### src/rtl/rst_pkg.sv
// Shared types and constants for the reset-request controller: FSM state
// encoding and reset-cause bit positions.
package rst_pkg;

  localparam int CAUSE_W    = 4;
  localparam int CAUSE_POR  = 0;
  localparam int CAUSE_NDM  = 1;
  localparam int CAUSE_SW   = 2;
  localparam int CAUSE_WDOG = 3;

  localparam int CNT_W = 8;

  typedef enum logic [1:0] {
    IDLE    = 2'd0,
    ASSERT  = 2'd1,
    HOLD    = 2'd2,
    RELEASE = 2'd3
  } rst_state_e;

endpackage

### src/rtl/rst_req_ctrl.sv
// Reset-request controller: merges POR, ndmreset, software and watchdog requests
// into one stretched active-low request. Optional episode counter: RST_REQ_CTRL_CNT_EN.
module rst_req_ctrl
  import rst_pkg::*;
#(
  parameter int unsigned STRETCH_CYCLES = 16,
  parameter int unsigned SYNC_STAGES    = 2
) (
  input  logic               clk_i,
  input  logic               rst_ni,
  input  logic               ndmreset_req_i,
  input  logic               sw_rst_req_i,
  input  logic               wdog_rst_req_i,
  input  logic               rst_cause_clr_i,
  output logic               rst_req_no,
  output logic               ndmreset_ack_o,
  output logic [CAUSE_W-1:0] rst_cause_o,
  output logic               busy_o
`ifdef RST_REQ_CTRL_CNT_EN
  ,
  output logic [7:0]         rst_count_o
`endif
);

  localparam logic [CNT_W-1:0] STRETCH_LAST = CNT_W'(STRETCH_CYCLES - 1);
  localparam logic [CNT_W-1:0] SYNC_LAST    = CNT_W'(SYNC_STAGES - 1);

  rst_state_e         state_q, state_d;
  logic [CNT_W-1:0]   cnt_q, cnt_d;
  logic [CAUSE_W-1:0] cause_q, cause_d;
  logic               ndm_q;
  logic               ep_ndm_q, ep_ndm_d;
  logic               ndm_rise, trig, episode_done;

  assign ndm_rise     = ndmreset_req_i & ~ndm_q;
  assign trig         = ndm_rise | sw_rst_req_i | wdog_rst_req_i;
  assign episode_done = (state_q == RELEASE) && (state_d == IDLE);

  // NOTE: every variable assigned in always_comb gets a default first so no path
  // leaves it unassigned, which would otherwise infer a latch.
  always_comb begin
    state_d = state_q;
    cnt_d   = cnt_q;
    unique case (state_q)
      IDLE: begin
        if (trig) begin
          state_d = ASSERT;
          cnt_d   = '0;
        end
      end
      ASSERT: begin
        if (trig) begin
          cnt_d = '0;
        end else if (cnt_q == STRETCH_LAST) begin
          state_d = ndmreset_req_i ? HOLD : RELEASE;
          cnt_d   = '0;
        end else begin
          cnt_d = cnt_q + 1'b1;
        end
      end
      // sw/wdog pulses while held only touch the cause register.
      HOLD: begin
        if (!ndmreset_req_i) begin
          state_d = RELEASE;
          cnt_d   = '0;
        end
      end
      RELEASE: begin
        if (trig) begin
          state_d = ASSERT;
          cnt_d   = '0;
        end else if (cnt_q == SYNC_LAST) begin
          state_d = IDLE;
          cnt_d   = '0;
        end else begin
          cnt_d = cnt_q + 1'b1;
        end
      end
      default: begin
        state_d = ASSERT;
        cnt_d   = '0;
      end
    endcase
  end

  // Clear applies only in IDLE; a same-cycle request still sets its own bit.
  always_comb begin
    cause_d = cause_q;
    if ((state_q == IDLE) && rst_cause_clr_i) cause_d = '0;
    if (ndm_rise)       cause_d[CAUSE_NDM]  = 1'b1;
    if (sw_rst_req_i)   cause_d[CAUSE_SW]   = 1'b1;
    if (wdog_rst_req_i) cause_d[CAUSE_WDOG] = 1'b1;
  end

  always_comb begin
    ep_ndm_d = ep_ndm_q;
    if ((state_d == IDLE) && (state_q != IDLE)) ep_ndm_d = 1'b0;
    if (ndm_rise) ep_ndm_d = 1'b1;
  end

  // NOTE: state flops use non-blocking assignments so all of them update from
  // the same pre-edge values; they are reset only by rst_ni, never by the
  // request this block drives.
  always_ff @(posedge clk_i or negedge rst_ni) begin
    if (!rst_ni) begin
      state_q        <= ASSERT;
      cnt_q          <= '0;
      cause_q        <= CAUSE_W'(1) << CAUSE_POR;
      ndm_q          <= 1'b0;
      ep_ndm_q       <= 1'b0;
      rst_req_no     <= 1'b0;
      ndmreset_ack_o <= 1'b0;
    end else begin
      state_q        <= state_d;
      cnt_q          <= cnt_d;
      cause_q        <= cause_d;
      ndm_q          <= ndmreset_req_i;
      ep_ndm_q       <= ep_ndm_d;
      rst_req_no     <= (state_d == IDLE) || (state_d == RELEASE);
      ndmreset_ack_o <= episode_done & ep_ndm_q;
    end
  end

  assign rst_cause_o = cause_q;
  assign busy_o      = (state_q != IDLE);

`ifdef RST_REQ_CTRL_CNT_EN
  logic [7:0] count_q;

  always_ff @(posedge clk_i or negedge rst_ni) begin
    if (!rst_ni) begin
      count_q <= '0;
    end else if (episode_done && (count_q != 8'hFF)) begin
      count_q <= count_q + 8'd1;
    end
  end

  assign rst_count_o = count_q;
`endif

endmodule

### config.mk
export PLATFORM = sky130hd
export DESIGN_NAME = rst_req_ctrl
export DESIGN_NICKNAME = d
export VERILOG_FILES = /design/src/rtl/rst_pkg.sv /design/src/rtl/rst_req_ctrl.sv
export SDC_FILE = /design/constraint.sdc
export NUM_CORES = 1
export LEC_CHECK = 0
export CAP_MARGIN = 0
export CORE_UTILIZATION = 47
export CTS_CLUSTER_SIZE = 28
export DETAILED_ROUTE_END_ITERATION = 16
export PLACE_DENSITY = 0.8
export SLEW_MARGIN = 15
export SYNTH_ARGS = -nofsm -noshare
export SYNTH_HDL_FRONTEND = slang
export SYNTH_SLANG_ARGS = --single-unit
### constraint.sdc
create_clock -name clk_i -period 1.9 [get_ports clk_i]
set_clock_uncertainty 0.05 [all_clocks]
set_input_delay 0.38 -clock clk_i [delete_from_list [all_inputs] [get_ports clk_i]]
set_output_delay 0.38 -clock clk_i [all_outputs]
set_load 0.02 [all_outputs]
==> summary.txt <==
Yosys
  – Post-synthesis mux area share: 0.0122
  – Area fraction in compound gates after synthesis: 0.171
  – Mapped cell area: 925 um^2
  – Synth Warn #: 0
  – Synth Area in Adders: 0.0406
  – Yosys cell types: 36
  – Xor-xnor portion of the synthesized cell area: 0.00947
  – Register area share after synthesis: 0.490
  – Synth area leaders: dfrtp_1 (43%), dfstp_2 (5.7%), nand2_1 (4.9%)
  – Post-synth top area share: 0.433
  – EDFF count, synth: 0
  – Ys async rst share: 1.00
  – Largest family of logic cells by synthesized area: simple AND/OR/NAND/NOR gates
  – Synth Register Bits: 18
  – Syn Area/Cell: between 10 and 15 um^2
  – Cells after synthesis: approximately 90
  – Simple-Gate Fraction of Synth Area: 0.253
  – Leading area contributor after synthesis: dfrtp_1
  – Top_reg_cell synth: dfrtp_1
  – Net Count, Synth: slightly below 100

Timing
  – Relative slew slack: 0.762
  – WHS: between 0.3 and 0.4 ns
  – Setup TNS: -0.217 ns
  – Actual slew at the worst max-slew pin: roughly 0.36 ns
  – Final WS setup: -0.0893 ns
  – Max Slew Vio Count: 0
  – Final worst-path cycle share: 1.05
  – Minimum clock period: roughly 2.0 ns
  – Endpoints failing setup: 3
  – Final count of hold timing violations: 0
  – RSZ-0062 raised after global routing: true
  – Fmax: approximately 500 MHz

Final layout
  – N_diodes: 0
  – Post-layout nets: 133
  – Commonest non-fill, non-tap cell in the layout: buf_4
  – Most frequent cells in the layout: buf_4 (20), dfrtp_1 (16), nand2_1 (12)
  – FILL cells: ~140
  – Share of cells above drive strength 1: 0.276
  – Area Overhead vs Synth: 36.7%

Floorplanning
  – Starting Density: 0.519
  – IO Pins: 13
  – DIE HEIGHT: ~46 um
  – Die Span X: approximately 46 um
  – Core ar.: ~1800 um^2
  – Die area: around 2100 um^2
  – # rows: 15

Power and ir drop
  – Maximum VDD drop: between 0.4 and 0.5 mV
  – Switch share: 0.212
  – Clock share of power: 0.344
  – Total Power: 673 uW
  – Comb power frac: 0.080
  – Static leakage: 0.589 nW
  – PwrDens: roughly 530 nW/um^2
  – Internal power: around 530 uW
  – Net Switching: ~140 uW
  – Share of total power in sequential cells: 0.576

Route
  – ANT nets after route: 0
  – Drt drc: 0
  – Number of vias per cell: approximately 5.5
  – Avg WL per Cell: 13.8 um
  – Routed wire length: 2040 um
  – Via Count: 810
  – DR pass1 iterations: 4
  – Iteration-0 DRC Markers: 16

Worst setup path
  – Critical Path Sink Type: register
  – CP max stage cell: or4_4
  – Critical Path Max Stage Delay: around 0.55 ns
  – Critical path cell sequence: or4_4 > nor4b_4 > o21ai_1 > a22oi_1 > ha_2 > nand2_1 > nand2_1 > nand2_1
  – Most used cell, CP: nand2_1
  – Startpoint Class: register
  – Worst Path Required: between 2 and 2.5 ns
  – Crit path buffers/inverters: 0
  – Kind of cell adding the most delay to the critical path: simple AND/OR/NAND/NOR gates
  – Critical path data arrival time: 2.13 ns
  – Worst-path fanout max: 2
  – Crit Path Class: reg -> reg

CTS
  – Clk_lat worst skew: around 0.29 ns
  – CTS tree: done
  – CTS Buf Count: 3
  – Clock transition at the registers of the reported paths: approximately 0.10 ns
  – CTS Root Cell: clkbuf_4
  – Sink Count: 18
  – H-tree levels: 1
  – CTS max path bufs: 2

Hold path
  – Min-delay worst type: in -> async

Global route
  – First-pass GRT wire length: about 3400 um
  – Number of global-route vias before repair: roughly 800
  – Grt ovf: 0
  – Initial antenna violation count: 0
  – Pin count of the biggest net entering global routing: 19
  – GRT Resource Usage Total: 0.224

Run status
  – Failing checks: setup timing
  – Status: complete, but fails checks

Placement
  – HPWL Detailed: 1510 um
  – Port bufs: 12
  – Place WS: -0.132 ns
  – Routability Congestion: 0.758

Job
  – Max_cap viols: 0
==> sequential cells by signal (all words and copies together), names as in the netlist <==
register / count
cnt_q: 8
ep_ndm_q: 1
ndm_q: 1
ndmreset_ack_o: 1
rst_cause_o: 4
rst_req_no: 1
state_q: 2
==> routing by layer <==
layer  up-vias  track usage  wire length (um)
met5         -            0                 0
met4         0       0.0882                15
met3         2       0.0353                88
met1       392        0.263               908
met2        23        0.400              1030
li1        393            -                 -
==> power groups by stage <==
stage	Clock [mW]	Sequential [mW]	Combinational [mW]
after floorplan	0	0.395	0.0166
after global placement	0	0.395	0.0520
after detailed placement	0	0.395	0.0535
after CTS	0.240	0.388	0.0541
after global routing	0.257	0.388	0.0588
final	0.232	0.388	0.0536
==> cell families (layout without fill, tap and decap cells) <==
kind of cell,Yosys count,count (layout)
and+or+nand+nor,41,41
AOI/OAI and AO/OA,19,19
DFF,18,18
buffers and inverters,6,40
adders and majority gates,3,3
xor gates and xnor gates,1,1
muxes,1,1
==> worst reg2reg max path: stages (launching register included) <==
cell and delay (ns):
dfrtp_1 0.39, or4_4 0.55, nor4b_4 0.25, o21ai_1 0.11, a22oi_1 0.20, ha_2 0.20
nand2_1 0.05, nand2_1 0.05, nand2_1 0.04
==> metrics by stage <==
stage | cells | util | cell area (um^2)
after floorplan | 89 | - | 925
after global placement | 142 | 0.675 | 1200
after detailed placement | 142 | 0.675 | 1200
after CTS | 147 | 0.700 | 1250
after global routing | 148 | 0.709 | 1260
final | 148 | 0.709 | 1260
==> cell usage after synthesis, types with 2 or more instances <==
cell type / n
nor3_1: 2
a21o_1: 3
or2_2: 2
dfrtp_1: 16
inv_1: 4
dfstp_2: 2
and3_1: 4
nand2_1: 12
a221o_1: 4
nand3_1: 3
clkbuf_1: 2
nor2_1: 8
ha_1: 3
a22o_1: 2
==> area by class of cell <==
type | instances | area, um^2 | area share
clock buffers | 4 | 36.3 | 0.0287
well taps | 25 | 31.3 | 0.0248
inverters | 4 | 15.0 | 0.0119
repair buffers | 32 | 269 | 0.213
multi-input cells | 65 | 459 | 0.363
flip-flops and latches | 18 | 453 | 0.358
==> repair_timing <==
| item | in CTS | in global routing |
|---|---|---|
| endpoints found under the setup margin | 7 | 7 |
| pin swaps | 2 | 0 |
| cloned | 0 | 0 |
| buffers inserted | 1 | 1 |
| gates resized for setup | 3 | 1 |
| hold buffers | 0 | 0 |
==> final timing paths <==
check / start / end / slack [ns] / cells past startpoint
setup / recovery: cnt_q[7] / ep_ndm_q / -0.09 / 8
min in group clk_i: ep_ndm_q / ep_ndm_q / 0.43 / 2
max in group asynchronous: rst_ni / rst_cause_o[0] / 1.18 / 2
hold / removal: rst_ni / rst_cause_o[2] / 0.36 / 2
hold reg to reg: ep_ndm_q / ep_ndm_q / 0.43 / 2
setup reg to reg: cnt_q[7] / ep_ndm_q / -0.09 / 8
No activity file was read; power rests on OpenSTA's default activity.
